## src/rtl/ram_clear_ctrl.sv

```systemverilog
// Clears an SDRAM (strobe-paced) and a DDR3 (handshaked) memory concurrently.
// Define RAM_CLEAR_PATTERN_EN for address-as-data fill; default build writes zeros.
//
// state | meaning
// IDLE  | waiting for start, no writes issued
// CLEAR | both write engines running
// DONE  | both memories fully written
module ram_clear_ctrl #(
    parameter int SD_WORDS  = 33554432,
    parameter int DDR_WORDS = 268435456,
    parameter int WE_GAP    = 32
) (
    input  logic        clk_sys,
    input  logic        RESET,
    input  logic        start,
    input  logic        abort,
    output logic        sd_we,
    output logic [24:0] sd_addr,
    output logic [15:0] sd_din,
    output logic        ddr_we,
    output logic [27:0] ddr_addr,
    output logic [63:0] ddr_din,
    input  logic        ddr_busy,
    output logic        busy,
    output logic        sd_done,
    output logic        ddr_done,
    output logic        done
);

    typedef enum logic [1:0] {IDLE, CLEAR, DONE} state_t;

    localparam logic [24:0] SD_LAST  = 25'(SD_WORDS - 1);
    localparam logic [27:0] DDR_LAST = 28'(DDR_WORDS - 1);
    localparam logic [7:0]  GAP_LOAD = 8'(WE_GAP - 1);

    state_t      state_q, state_d;
    logic [24:0] sd_addr_q, sd_addr_d;
    logic [27:0] ddr_addr_q, ddr_addr_d;
    logic [7:0]  gap_q, gap_d;
    logic        sd_done_q, sd_done_d;
    logic        ddr_done_q, ddr_done_d;
    logic        abort_q, abort_d;
    logic        abort_now;
    logic        ddr_acc;

    always_comb begin
        state_d    = state_q;
        sd_addr_d  = sd_addr_q;
        ddr_addr_d = ddr_addr_q;
        gap_d      = gap_q;
        sd_done_d  = sd_done_q;
        ddr_done_d = ddr_done_q;
        abort_d    = abort_q;

        // abort takes effect in the very cycle it is raised
        abort_now = (state_q == CLEAR) && (abort || abort_q);
        sd_we     = (state_q == CLEAR) && !sd_done_q && (gap_q == 8'd0) && !abort_now;
        ddr_we    = (state_q == CLEAR) && !ddr_done_q;
        ddr_acc   = ddr_we && !ddr_busy;

        case (state_q)
            IDLE, DONE: begin
                if (start) begin
                    state_d    = CLEAR;
                    sd_addr_d  = '0;
                    ddr_addr_d = '0;
                    gap_d      = '0;
                    sd_done_d  = 1'b0;
                    ddr_done_d = 1'b0;
                    abort_d    = 1'b0;
                end
            end
            CLEAR: begin
                if (abort) abort_d = 1'b1;

                if (sd_we) begin
                    gap_d = GAP_LOAD;
                    if (sd_addr_q == SD_LAST) sd_done_d = 1'b1;
                    else                      sd_addr_d = sd_addr_q + 25'd1;
                end else if (gap_q != 8'd0) begin
                    gap_d = gap_q - 8'd1;
                end

                if (ddr_acc) begin
                    if (ddr_addr_q == DDR_LAST) ddr_done_d = 1'b1;
                    else                        ddr_addr_d = ddr_addr_q + 28'd1;
                end

                // an outstanding DDR request must complete before leaving
                if (abort_now) begin
                    if (!ddr_we || ddr_acc) state_d = IDLE;
                end else if (sd_done_q && ddr_done_q) begin
                    state_d = DONE;
                end
            end
            default: state_d = IDLE;
        endcase
    end

    always_ff @(posedge clk_sys) begin
        if (!RESET) begin
            state_q    <= IDLE;
            sd_addr_q  <= '0;
            ddr_addr_q <= '0;
            gap_q      <= '0;
            sd_done_q  <= 1'b0;
            ddr_done_q <= 1'b0;
            abort_q    <= 1'b0;
        end else begin
            state_q    <= state_d;
            sd_addr_q  <= sd_addr_d;
            ddr_addr_q <= ddr_addr_d;
            gap_q      <= gap_d;
            sd_done_q  <= sd_done_d;
            ddr_done_q <= ddr_done_d;
            abort_q    <= abort_d;
        end
    end

    assign sd_addr  = sd_addr_q;
    assign ddr_addr = ddr_addr_q;
    assign sd_done  = sd_done_q;
    assign ddr_done = ddr_done_q;
    assign busy     = (state_q == CLEAR);
    assign done     = (state_q == DONE);

`ifdef RAM_CLEAR_PATTERN_EN
    assign sd_din  = sd_addr_q[15:0];
    assign ddr_din = {36'd0, ddr_addr_q};
`else
    assign sd_din  = 16'd0;
    assign ddr_din = 64'd0;
`endif

endmodule

```

## config.mk

```make
export PLATFORM = sky130hd
export DESIGN_NAME = ram_clear_ctrl
export DESIGN_NICKNAME = d
export VERILOG_FILES = /design/src/rtl/ram_clear_ctrl.sv
export SDC_FILE = /design/constraint.sdc
export NUM_CORES = 1
export LEC_CHECK = 0
export ABC_AREA = 1
export CORE_MARGIN = 2
export CORE_UTILIZATION = 52
export DETAILED_ROUTE_END_ITERATION = 7
export GPL_ROUTABILITY_DRIVEN = 0
export GPL_TIMING_DRIVEN = 0
export HOLD_SLACK_MARGIN = 0.02
export PLACE_DENSITY = 0.87
export SYNTH_ARGS = -nofsm -noshare
export SYNTH_HDL_FRONTEND = slang
export SYNTH_SLANG_ARGS = --single-unit
```

## constraint.sdc

```tcl
create_clock -name clk_sys -period 3.96 [get_ports clk_sys]
set_clock_uncertainty 0.15 [all_clocks]
set_input_delay 0.396 -clock clk_sys [delete_from_list [all_inputs] [get_ports clk_sys]]
set_output_delay 0.396 -clock clk_sys [all_outputs]
set_load 0.005 [all_outputs]
```

* Word level (Yosys, flattened, before mapping)
Cells that the tools add are included.
** Cells by class
- $add $sub $neg :: 3
- Equal/unequal tests :: 15
- Muxes and demuxes :: 26
- Reductions and logical operators :: 26
** Operator list (count)
- 28-bit 2-to-1 mux :: 3
- 25-bit 2-to-1 mux :: 3
- 28-bit case mux with 2 select lines :: 1
- 25-bit case mux with 2 select lines :: 1
- 28-bit by 1-bit adder with 28-bit output (second input constant) :: 1
- 28-bit equality test (second input constant) :: 1
- 25-bit by 1-bit adder with 25-bit output (second input constant) :: 1
- 25-bit equality test (second input constant) :: 1
- 8-bit 2-to-1 mux :: 3
- 8-bit case mux with 2 select lines :: 1
- 4-bit AND reduction :: 4
- 2-bit inequality test (second input constant) :: 5
- 3-bit AND reduction :: 3
- 8-bit logical NOT :: 1
- 2-bit 2-to-1 mux :: 4
- 8-bit nonzero test :: 1
- 8-bit by 1-bit subtractor with 8-bit output (second input constant) :: 1
- 1-bit logical AND :: 7
- 1-bit 2-to-1 mux :: 6
- 2-bit by 1-bit inequality test with 1-bit output (second input constant) :: 3
- 3-bit by 2-bit inequality test with 1-bit output (second input constant) :: 2
- 1-bit case mux with 2 select lines :: 3
- 1-bit logical NOT :: 5
- 2-bit case mux with 2 select lines :: 1
- other kinds (7) :: 8
** Word-level totals
- Bits in registers :: 66
- Input port bits :: 5
- Output and inout bits :: 139
- Logic and storage cells :: 77

* Longest topological paths before layout
Gate-level depths: netlist of run 1.
- Depth in word-level cells :: 7
- Mapped depth :: 13
- Mapped depth without buffers :: 12

* Worst setup path after synthesis of run 1
OpenSTA, ideal clock, no wires.
- Path kind :: register -> register
- Start :: register ddr_addr_q[0] (netlist: ddr_addr[0])
- End :: register ddr_addr_q[19] (netlist: ddr_addr[19])
- Setup time :: 109 ps
- Arrival time :: 1708 ps
- Data required time :: 3701 ps
- Slack :: 1993 ps
- Stages on the path, launching flop included :: 14
- Path buffers :: 1
- Period minus slack after synthesis :: 1967 ps
- Cell sequence :: dfxtp_1 > ha_1 > nand2_2 > nor2_2 > nand2_1 > nor2_4 > nand3_1 > nand2_2 > nand2_2 > buf_2 > nand2_1 > nand2_1 > nand2_1 > inv_1
** On the way
- Cells in the longest elaborated chain, start to end :: 4
- Elaborated cells on any way between the ends :: 7
- Those cells by class :: add/sub (1); eq/ne (2); mux (3); reduce/logical (1)
** RTL lines
- start: declaration :: line 38 : logic [27:0] ddr_addr_q, ddr_addr_d;
- start signal: assignment :: line 112 : ddr_addr_q <= ddr_addr_d;
- 28-bit by 1-bit adder with 28-bit output :: line 86 : else ddr_addr_d = ddr_addr_q + 28'd1;
- 28-bit 2-to-1 mux :: line 85 : if (ddr_addr_q == DDR_LAST) ddr_done_d = 1'b1;
- 28-bit 2-to-1 mux :: line 84 : if (ddr_acc) begin
- 28-bit case mux with 2 select lines :: line 61 : case (state_q)
Several ways; a longest one is shown, not always the timed one. The select of a mux whose other input is x is not followed.
A chain may end at the register's enable or synchronous reset.

* Worst setup path in the final report of run 1
- Start :: register state_q[0]
- End :: output port busy
** On the way
- Cells in the longest elaborated chain, start to end :: 1
** RTL lines
- start: declaration :: line 36 : state_t state_q, state_d;
- start signal: assignment :: line 110 : state_q <= state_d;
- 2-bit by 1-bit equality test with 1-bit output :: line 124 : assign busy = (state_q == CLEAR);
- end: declaration :: line 24 : output logic busy,
Every way passes these cells.

==> metrics.txt, run 1 <==
endpoints failing setup 0; Post-Synth Adder-Cell Area ~1.0%; max incr delay on CP roughly 0.62 ns; largest net degree at the start of global routing 11; share of cells above drive strength 1 11.9%; combinational group share of total power between 20% and 30%; Synth-to-Final Area Change 24.8%; average wire per standard cell around 12 um; count leader, synth nand2_1; switching part of the total power 32.0%; Hold Path Class reg2reg; CTS tree built; I/O Pins 144; Worst IR Drop VDD about 0.00016 V; Die H 101 um; Synth Area in Simple Gates 39.5%; hpwl dp 9680 um; largest family of logic cells by synthesized area simple AND/OR/NAND/NOR gates; Pwr Density 262 nW/um2; Power Total roughly 1600 uW; Buf/Inv on CP 4; most used cell, CP clkbuf_1; RSZ-0062 raised after global routing false; Clk pwr share between 20% and 30%; Residual DRC 0; first-pass GRT wire length ~21,000 um; Final Routed Wirelength around 13,000 um; Die Area ~10,000 um2; drt pass-1 iters 4; n_diodes 0; dpl cells ~1,100; clk sinks 66; GRT Overall Usage about a quarter; initial DRC count 341; CP Data Required Time between 3 and 4 ns; initial core utilization between 50% and 60%; final cell count without fillers 1,072; input/output buffers 63; sequential cell area fraction in the yosys report 27.1%; CTS buffer count 9; Post-CTS Resized 0; number of max-cap violations 0; post-synthesis xor/xnor area fraction about 2.5%; synth unique cells 32; final core occ 66.6%; run status finished, final reports clean; Top delay family on crit path buffers and inverters; vias 5,249; Slew @ Worst Pin about 0.74 ns; Reg power frac about 45%; P_leak between 0.002 and 0.003 uW; drt via density about 5; EDFF count, synth 0; Switch Pwr 510 uW; crit path cell chain inv_2 > nor2_8 > clkbuf_1 > clkbuf_1 > clkdlybuf4s50_1; CTS root buf clkbuf_8; clk buf depth 2; ranking of synthesized cells by instance count nand2_1, nor2_1, buf_4, inv_1, nand3_1; final worst path period share between 80% and 90%; worst-skew pair later-pin latency ~0.34 ns; remaining global-route overflow 0; Final Hold Fails 0; FF+latch count, synth 66; ys flop type dfxtp_1; Slew Viols, Final 0; ranking of synthesized cells by area dfxtp_1, nand2_1, buf_4, nor2_1, nand3_1; compound-gate portion of the synthesized area 9.10%; CTS H-tree depth 3; Synth top area share 27.1%; Crit-path slowest cell clkdlybuf4s50_1; Syn Area/Cell between 6 and 7 um2; initial antenna violation count 0; Slew HR about half; CP Max Fanout 10; synthesized cell area 4880 um2; core region area 9150 um2; Setup CP Type reg2out; die width 101 um; Post-synth ARST share 0%; vias in the first global route 4,510; cell taking the most area after synthesis dfxtp_1; register clock-pin slew on the reported worst setup and hold paths 0.07 ns; Final Critical Period between 3 and 4 ns; fill cell count 873; FP Rows 35; Final #Nets 969; mux share of post-synthesis cell area 0%; Routed Antenna Nets 0; achievable frequency 0.314 GHz; Worst Setup End Kind output pin; Post-CTS Setup Repair Bufs 0; design internal power about 1100 uW; CP startpoint kind register; hold buffers post-CTS 0; synthesized instance count between 800 and 900; total of warnings raised by yosys 0; Fin Setup TNS 0 ns; CP arrival approximately 2.6 ns
## placed cells by master, fill, tap and decap left out, drive strengths merged, types with 7 or more instances in the layout
master         count
nor3              10
nand2            224
a21oi             40
buf               89
nand4             14
clkdlybuf4s50     63
o21bai             7
nor2             128
o21ai             31
clkbuf            23
nand3             75
conb              80
xor2               9
dfxtp             66
inv               83
## path summary, 6_finish.rpt
path | from | endpoint | slack (ns) | cells after the start
setup / recovery | state_q[0]$_SDFFE_PN0P_ | busy | 0.77 | 5
hold / removal | gap_q[6]$_SDFFE_PN0P_ | gap_q[6]$_SDFFE_PN0P_ | 0.35 | 2
setup reg to reg | ddr_addr[0]$_SDFFE_PN0P_ | ddr_addr[6]$_SDFFE_PN0P_ | 1.34 | 10
hold reg to reg | gap_q[6]$_SDFFE_PN0P_ | gap_q[6]$_SDFFE_PN0P_ | 0.35 | 2
## worst min-delay path: cells and delay by family, from the launching register on
family | cells | cell delay (ns)
flops | 1 | 0.33
compound gates | 1 | 0.05
buf+inv | 1 | 0.07
## logic make-up after synthesis
group                      Yosys count
AOI/OAI and AO/OA                   81
adders and majority gates            4
and+or+nand+nor                    457
buffers and inverters              184
DFF                                 66
other                                1
xor gates and xnor gates            14
## metrics by stage
stage / hold WS (ns) / setup slack [ns] / cell area [um2]
6_report: 0.353 / 0.773 / 6090
5_1_grt: 0.375 / 0.620 / 6090
4_1_cts: 0.354 / 0.785 / 6090
3_5_place_dp: 0.343 / 1.18 / 5950
3_3_place_gp: 0.327 / 1.16 / 5950
2_1_floorplan: 0.305 / 1.99 / 5180
## registers in the layout (all words and copies together) (netlist names)
register,flops
sd_done,1
ddr_done,1
abort_q,1
state_q,2
sd_addr,25
gap_q,8
ddr_addr,28
## routing by layer
layer / wire length, um / track usage, % / vias up
met3: 1050 / 3.74 / 38
met1: 5410 / 32.6 / 2283
met2: 5940 / 42.2 / 241
met4: 429 / 12.1 / 0
li1: - / - / 2687
met5: 0 / 0 / -
## power groups by stage
| stage | combinational [uW] | clock (uW) | sequential [uW] |
|---|---|---|---|
| after CTS | 392 | 481 | 718 |
| after floorplan | 292 | 0 | 727 |
| final | 399 | 475 | 719 |
| after global placement | 387 | 0 | 733 |
| after global routing | 446 | 505 | 723 |
| after detailed placement | 391 | 0 | 733 |
## cell type report
| class | instances | area, um2 | area share [%] |
|---|---|---|---|
| Clock inverter | 1 | 5.00 | 0.0822 |
| Multi-Input combinational cell | 636 | 2840 | 46.7 |
| Tap cell | 111 | 139 | 2.28 |
| Inverter | 83 | 312 | 5.11 |
| Timing Repair Buffer | 63 | 631 | 10.4 |
| Buffer | 101 | 701 | 11.5 |
| Sequential cell | 66 | 1320 | 21.7 |
| Clock buffer | 11 | 141 | 2.32 |
(Power assumes the default switching activity.)
==> run 2: changes to the inputs <==
- CORE_UTILIZATION: 52 -> 44
- PLACE_DENSITY: 0.87 -> 0.78
- clock period: 3.96 -> 2.7 ns (I/O delays scaled with it)
==> run 2 against run 1 <==
Net effect: first-iteration DRC count grew 20%; total power increased by 70%; non-clock buffer count is 6 higher.
==> metrics.txt, run 2 (synthesis gave the netlist of run 1 again) <==
n_diodes 0 (unchanged); GRT Overall Usage 23.1% (-2.5 points); CTS H-tree depth 3 (unchanged); Slew Viols, Final 0 (unchanged); CP arrival 2.01 ns (-0.63 ns); run status finished, final reports clean; clk sinks 66 (unchanged); share of cells above drive strength 1 13.0% (+1.1 points); Worst Setup End Kind output pin; Die H 109 um (+8.4%); crit path cell chain inv_1 > ha_1 > nand3_1 > nor2_1 > nand2_2 > inv_1 > clkdlybuf4s50_1; Top delay family on crit path buffers and inverters; vias in the first global route 4,681 (+3.8%); Switch Pwr 814 uW (+60%); Reg power frac 39.0% (-6.1 points); final worst path period share roughly nine tenths; Synth-to-Final Area Change 28.5%; achievable frequency a little over 0.4 GHz; drt via density 4.73 (-3.5%); initial DRC count 410 (+20%); CP Data Required Time 2.28 ns (-1.13 ns); drt pass-1 iters 7 (+3); max incr delay on CP 0.49 ns (-0.13 ns); first-pass GRT wire length 21,800 um (+4.4%); Pwr Density 431 nW/um2 (+65%); CTS tree built; Final Routed Wirelength 13,500 um (+5.0%); Final Cell Area 6270 um2 (+3.0%); hpwl dp 10,000 um (+3.7%); Crit-path slowest cell clkdlybuf4s50_1; RSZ-0062 raised after global routing false; Routed Antenna Nets 0 (unchanged); switching part of the total power 30.1% (-1.9 points); number of max-cap violations 0 (unchanged); Slew HR 54.5% (+3.7 points); CP startpoint kind register; most used cell, CP inv_1; Final Hold Fails 0 (unchanged); initial core utilization 45.0% (-8.3 points); core region area 10,800 um2 (+18%); most common cell after layout, fill and taps aside nand2_1; I/O Pins 144 (unchanged); max reg flops 28 (unchanged); hold buffers post-CTS 0 (unchanged); fill cell count 1,084 (+24%); Place WS -0.0144 ns (-1.19 ns); Hold Path Class reg2reg; Final #Nets 975 (+0.62%); P_leak 0.00272 uW (+2.9%); CTS buffer count 9 (unchanged); largest net degree at the start of global routing 18 (+7); Die Area 11,900 um2 (+17%); worst-skew pair later-pin latency 0.36 ns (+0.02 ns); Setup CP Type reg2out; Final WS setup 0.268 ns (-0.505 ns); initial antenna violation count 0 (unchanged); endpoints failing setup 0 (unchanged); Slew @ Worst Pin 0.682 ns (-0.0553 ns); die width 109 um (+8.4%); Buf/Inv on CP 3 (-1); CP Max Fanout 7 (-3); clk buf depth 2 (unchanged); Area after DPL 5980 um2 (+0.61%); combinational group share of total power 22.3% (-2.8 points); design internal power 1890 uW (+75%); Residual DRC 0 (unchanged); most frequent cells in the layout nand2_1, nor2_1, buf_4, inv_1, conb_1; remaining global-route overflow 0 (unchanged); vias 5,245 (-0.076%); input/output buffers 63 (unchanged); Clk pwr share 38.8% (+9.0 points); CTS root buf clkbuf_8; Final Critical Period around 2.4 ns; FP Rows 38 (+8.6%); average wire per standard cell 12.1 um (+1.4%); Worst IR Drop VDD 0.000285 V (+79%); register clock-pin slew on the reported worst setup and hold paths 0.08 ns (about the same)
==> run 2: changes by cell type in the layout (fill, tap and decap cells not counted) <==
cell | before | now
bufinv_16 | 0 | 3
clkbuf_2 | 0 | 1
buf_4 | 82 | 89
clkbuf_1 | 13 | 10
clkinvlp_4 | 0 | 1
==> run 2: metal layers <==
metal / up-vias / track usage, % / wire length (um) / share of wire (%)
li1: 2709 / - / - / -
met1: 2298 / 29.1 / 5740 / 43
met4: 0 / 8.59 / 298 / 2.2
met3: 27 / 4.92 / 1080 / 8.0
met5: - / 0 / 0 / 0
met2: 211 / 38.6 / 6360 / 47
==> run 2: worst paths after layout <==
kind,start,endpoint,slack [ns],cells after the start
hold reg to reg,gap_q[0]$_SDFFE_PN0P_,gap_q[0]$_SDFFE_PN0P_,0.34,2
setup reg to reg,ddr_addr[1]$_SDFFE_PN0P_,ddr_addr[2]$_SDFFE_PN0P_,0.27,12
hold / removal,gap_q[0]$_SDFFE_PN0P_,gap_q[0]$_SDFFE_PN0P_,0.34,2
setup / recovery,gap_q[0]$_SDFFE_PN0P_,sd_we,0.27,7
==> run 2: power by group through the flow <==
stage | Clock [uW] | Sequential (uW) | Combinational [uW]
detailed placement | 0 | 1080 | 583
finish | 1050 | 1050 | 603
global route | 1090 | 1060 | 673
floorplan | 0 | 1070 | 428
CTS | 1060 | 1050 | 586
global placement | 0 | 1070 | 575
==> run 2: stage by stage <==
| step | hold slack [ns] | utilization, % | std cells | TNS (ns) | power, uW |
|---|---|---|---|---|---|
| 4_1_cts | 0.338 | 57.4 | 1103 | 0 | 2690 |
| 3_3_place_gp | 0.329 | 55.2 | 1089 | -0.0238 | 1650 |
| 3_5_place_dp | 0.324 | 55.2 | 1089 | -0.0144 | 1660 |
| 5_1_grt | 0.356 | 57.9 | 1110 | 0 | 2830 |
| 2_1_floorplan | 0.246 | - | 886 | 0 | 1490 |
| 6_report | 0.344 | 57.9 | 1110 | 0 | 2710 |
==> run 2: what timing repair did <==
action	CTS	global route
setup buffers	0	7
gates resized for setup	1	0
pin swaps	0	2
setup endpoints to repair	1	2
==> run 2: cell type report <==
cell class / instances / area (um2) / share of cell area (%)
plain buffers: 100 / 698 / 11.1
repair buffers: 70 / 683 / 10.9
flip-flops and latches: 66 / 1320 / 21.1
clock inverters: 5 / 103 / 1.64
inverters: 83 / 312 / 4.97
multi-input cells: 636 / 2840 / 45.3
clock buffers: 10 / 138 / 2.19
well taps: 140 / 175 / 2.79
==> run 2: worst reg2reg max path, cell delays in order, from the launching register on <==
cell,delay (ns)
dfxtp_1,0.43
ha_1,0.22
nand2_2,0.09
nor2_2,0.22
nand2_1,0.18
nor2_4,0.20
nand3_1,0.13
nand2_2,0.19
nand2_2,0.09
buf_2,0.22
nand2_1,0.10
nand2_1,0.06
nor2_1,0.10
==> run 3: changes to the inputs <==
- CORE_UTILIZATION: 44 -> 45
- CTS_BUF_LIST: unset -> sky130_fd_sc_hd__clkbuf_2
- PLACE_DENSITY: 0.78 -> 0.8
==> run 3 against run 2 <==
Net effect: sequential power hardly changed; fmax is 4.9% lower; wire length is 2.0% lower; final area is 2.8% lower; first-iteration DRC count is 13% lower; hold slack worse by 0.14 ns; non-clock buffer count is 7 lower.
==> metrics.txt, run 3 (synthesis gave the netlist of run 1 again) <==
CTS buffer count 9 (unchanged); Setup CP Type reg2out; run status finished, final reports clean; Final Critical Period 2.56 ns (+0.125 ns); final worst path period share 94.7% (+4.6 points); max reg flops 28 (unchanged); n_diodes 0 (unchanged); Die Area 11,700 um2 (-2.1%); share of cells above drive strength 1 12.4% (-0.63 points); FP Rows 38 (unchanged); remaining global-route overflow 0 (unchanged); worst-skew pair later-pin latency 0.54 ns (+0.18 ns); hold buffers post-CTS 0 (unchanged); largest net degree at the start of global routing 11 (-7); CP Data Required Time 2.28 ns (about the same); Final Routed Wirelength 13,200 um (-2.0%); number of max-cap violations 0 (unchanged); vias 5,266 (+0.40%); RSZ-0062 raised after global routing false; Final Hold Fails 0 (unchanged); Hold Path Class in2reg; Slew Viols, Final 0 (unchanged); clk sinks 66 (unchanged); GRT Overall Usage 22.9% (-0.11 points); Pwr Density 368 nW/um2 (-15%); P_leak 0.00264 uW (-2.7%); Residual DRC 0 (unchanged); clk buf depth 2 (unchanged); initial DRC count 358 (-13%); CTS H-tree depth 3 (unchanged); worst r2r path cells 11 (-1); I/O Pins 144 (unchanged); most frequent cells in the layout nand2_1, nor2_1, inv_1, buf_4, conb_1; most common cell after layout, fill and taps aside nand2_1; Worst Setup End Kind output pin; first-pass GRT wire length 21,400 um (-1.9%); Fin Setup TNS 0 ns (unchanged); drt pass-1 iters 5 (-2); Final #Nets 968 (-0.72%); dpl cells 1,089 (unchanged); average wire per standard cell 12.0 um (-1.4%); Synth-to-Final Area Change 25.0%; die width 108 um (-1.1%); hpwl dp 9990 um (-0.47%); CTS root buf clkbuf_2; vias in the first global route 4,575 (-2.3%); Worst Hold Depth 2 (unchanged); Routed Antenna Nets 0 (unchanged); CP Max Fanout 8 (+1); achievable frequency 0.391 GHz (-4.9%); CP arrival 2.14 ns (+0.13 ns); Die H 108 um (-1.1%); Slew HR 54.1% (-0.45 points); CP startpoint kind register; r2r setup slk 0.27 ns (about the same); input/output buffers 63 (unchanged); fill cell count 1,114 (+2.8%); endpoints failing setup 0 (unchanged); Slew @ Worst Pin 0.689 ns (+0.00673 ns); core region area 10,700 um2 (-1.3%); CTS tree built; initial antenna violation count 0 (unchanged); drt via density 4.77 (+1.0%); initial core utilization 45.6% (+0.60 points); register clock-pin slew on the reported worst setup and hold paths 0.21 ns (+0.13 ns); Worst IR Drop VDD 0.000206 V (-28%); final cell count without fillers 1,103 (-0.63%); Power Total 2240 uW (-17%)
run 3: changes by cell type in the layout (fill, tap and decap cells not counted), moves of 2 or more:
| cell | before | now |
|---|---|---|
| clkbuf_8 | 10 | 0 |
| clkbuf_2 | 1 | 10 |
| buf_4 | 89 | 82 |
| clkinv_1 | 0 | 3 |
| bufinv_16 | 3 | 1 |
| dfxtp_1 | 66 | 64 |
| dfxtp_2 | 0 | 2 |
| nor2_4 | 1 | 3 |
run 3: timing repair:
item                                    4_1_cts  5_1_grt
setup buffers                                 0        0
endpoints found under the setup margin        1        6
cloned                                        0        0
gates resized for setup                       5        5
run 3: routing by layer:
| layer | global-route usage, % | wire, um | vias up |
|---|---|---|---|
| li1 | - | - | 2694 |
| met1 | 29.6 | 5700 | 2305 |
| met2 | 37.5 | 6010 | 225 |
| met3 | 3.74 | 1070 | 42 |
| met4 | 10.6 | 432 | 0 |
| met5 | 0 | 0 | - |
run 3: path summary, 6_finish.rpt:
kind / startpoint / endpoint
hold / removal: abort / abort_q$_SDFFE_PN0P_
hold reg to reg: ddr_addr[1]$_SDFFE_PN0P_ / ddr_addr[1]$_SDFFE_PN0P_
setup / recovery: state_q[0]$_SDFFE_PN0P_ / sd_we
setup reg to reg: ddr_addr[0]$_SDFFE_PN0P_ / ddr_addr[22]$_SDFFE_PN0P_
run 3: critical path, stage by stage (launching register included):
cell             delay (ns)
dfxtp_2                0.43
inv_2                  0.08
nor2_8                 0.16
nand2_2                0.09
nor2_1                 0.17
nand2_4                0.11
inv_1                  0.06
clkdlybuf4s50_1        0.49
run 3: where the power goes:
group / switching [uW] / total [uW] / internal, uW
clock network: 383 / 586 / 203
registers: 44.2 / 1060 / 1010
logic: 353 / 602 / 248
total: 781 / 2240 / 1460
run 3: final cells by class:
class	count	area [um2]	share of cell area, %
flip-flops and latches	66	1320	21.7
plain buffers	100	701	11.5
inverters	83	312	5.11
clock inverters	5	46.3	0.759
multi-input cells	636	2860	46.9
clock buffers	10	50.0	0.821
repair buffers	63	631	10.3
well taps	140	175	2.87
run 3: stage by stage:
step	setup slack (ns)	util, %	cell area, um2	hold slack [ns]
final	0.142	57.0	6100	0.200
after floorplan	0.733	-	5180	0.246
after detailed placement	-0.000488	55.9	5980	0.329
after CTS	0.0331	56.9	6090	0.195
after global routing	0.0260	57.0	6100	0.193
after global placement	-0.00252	55.9	5980	0.322
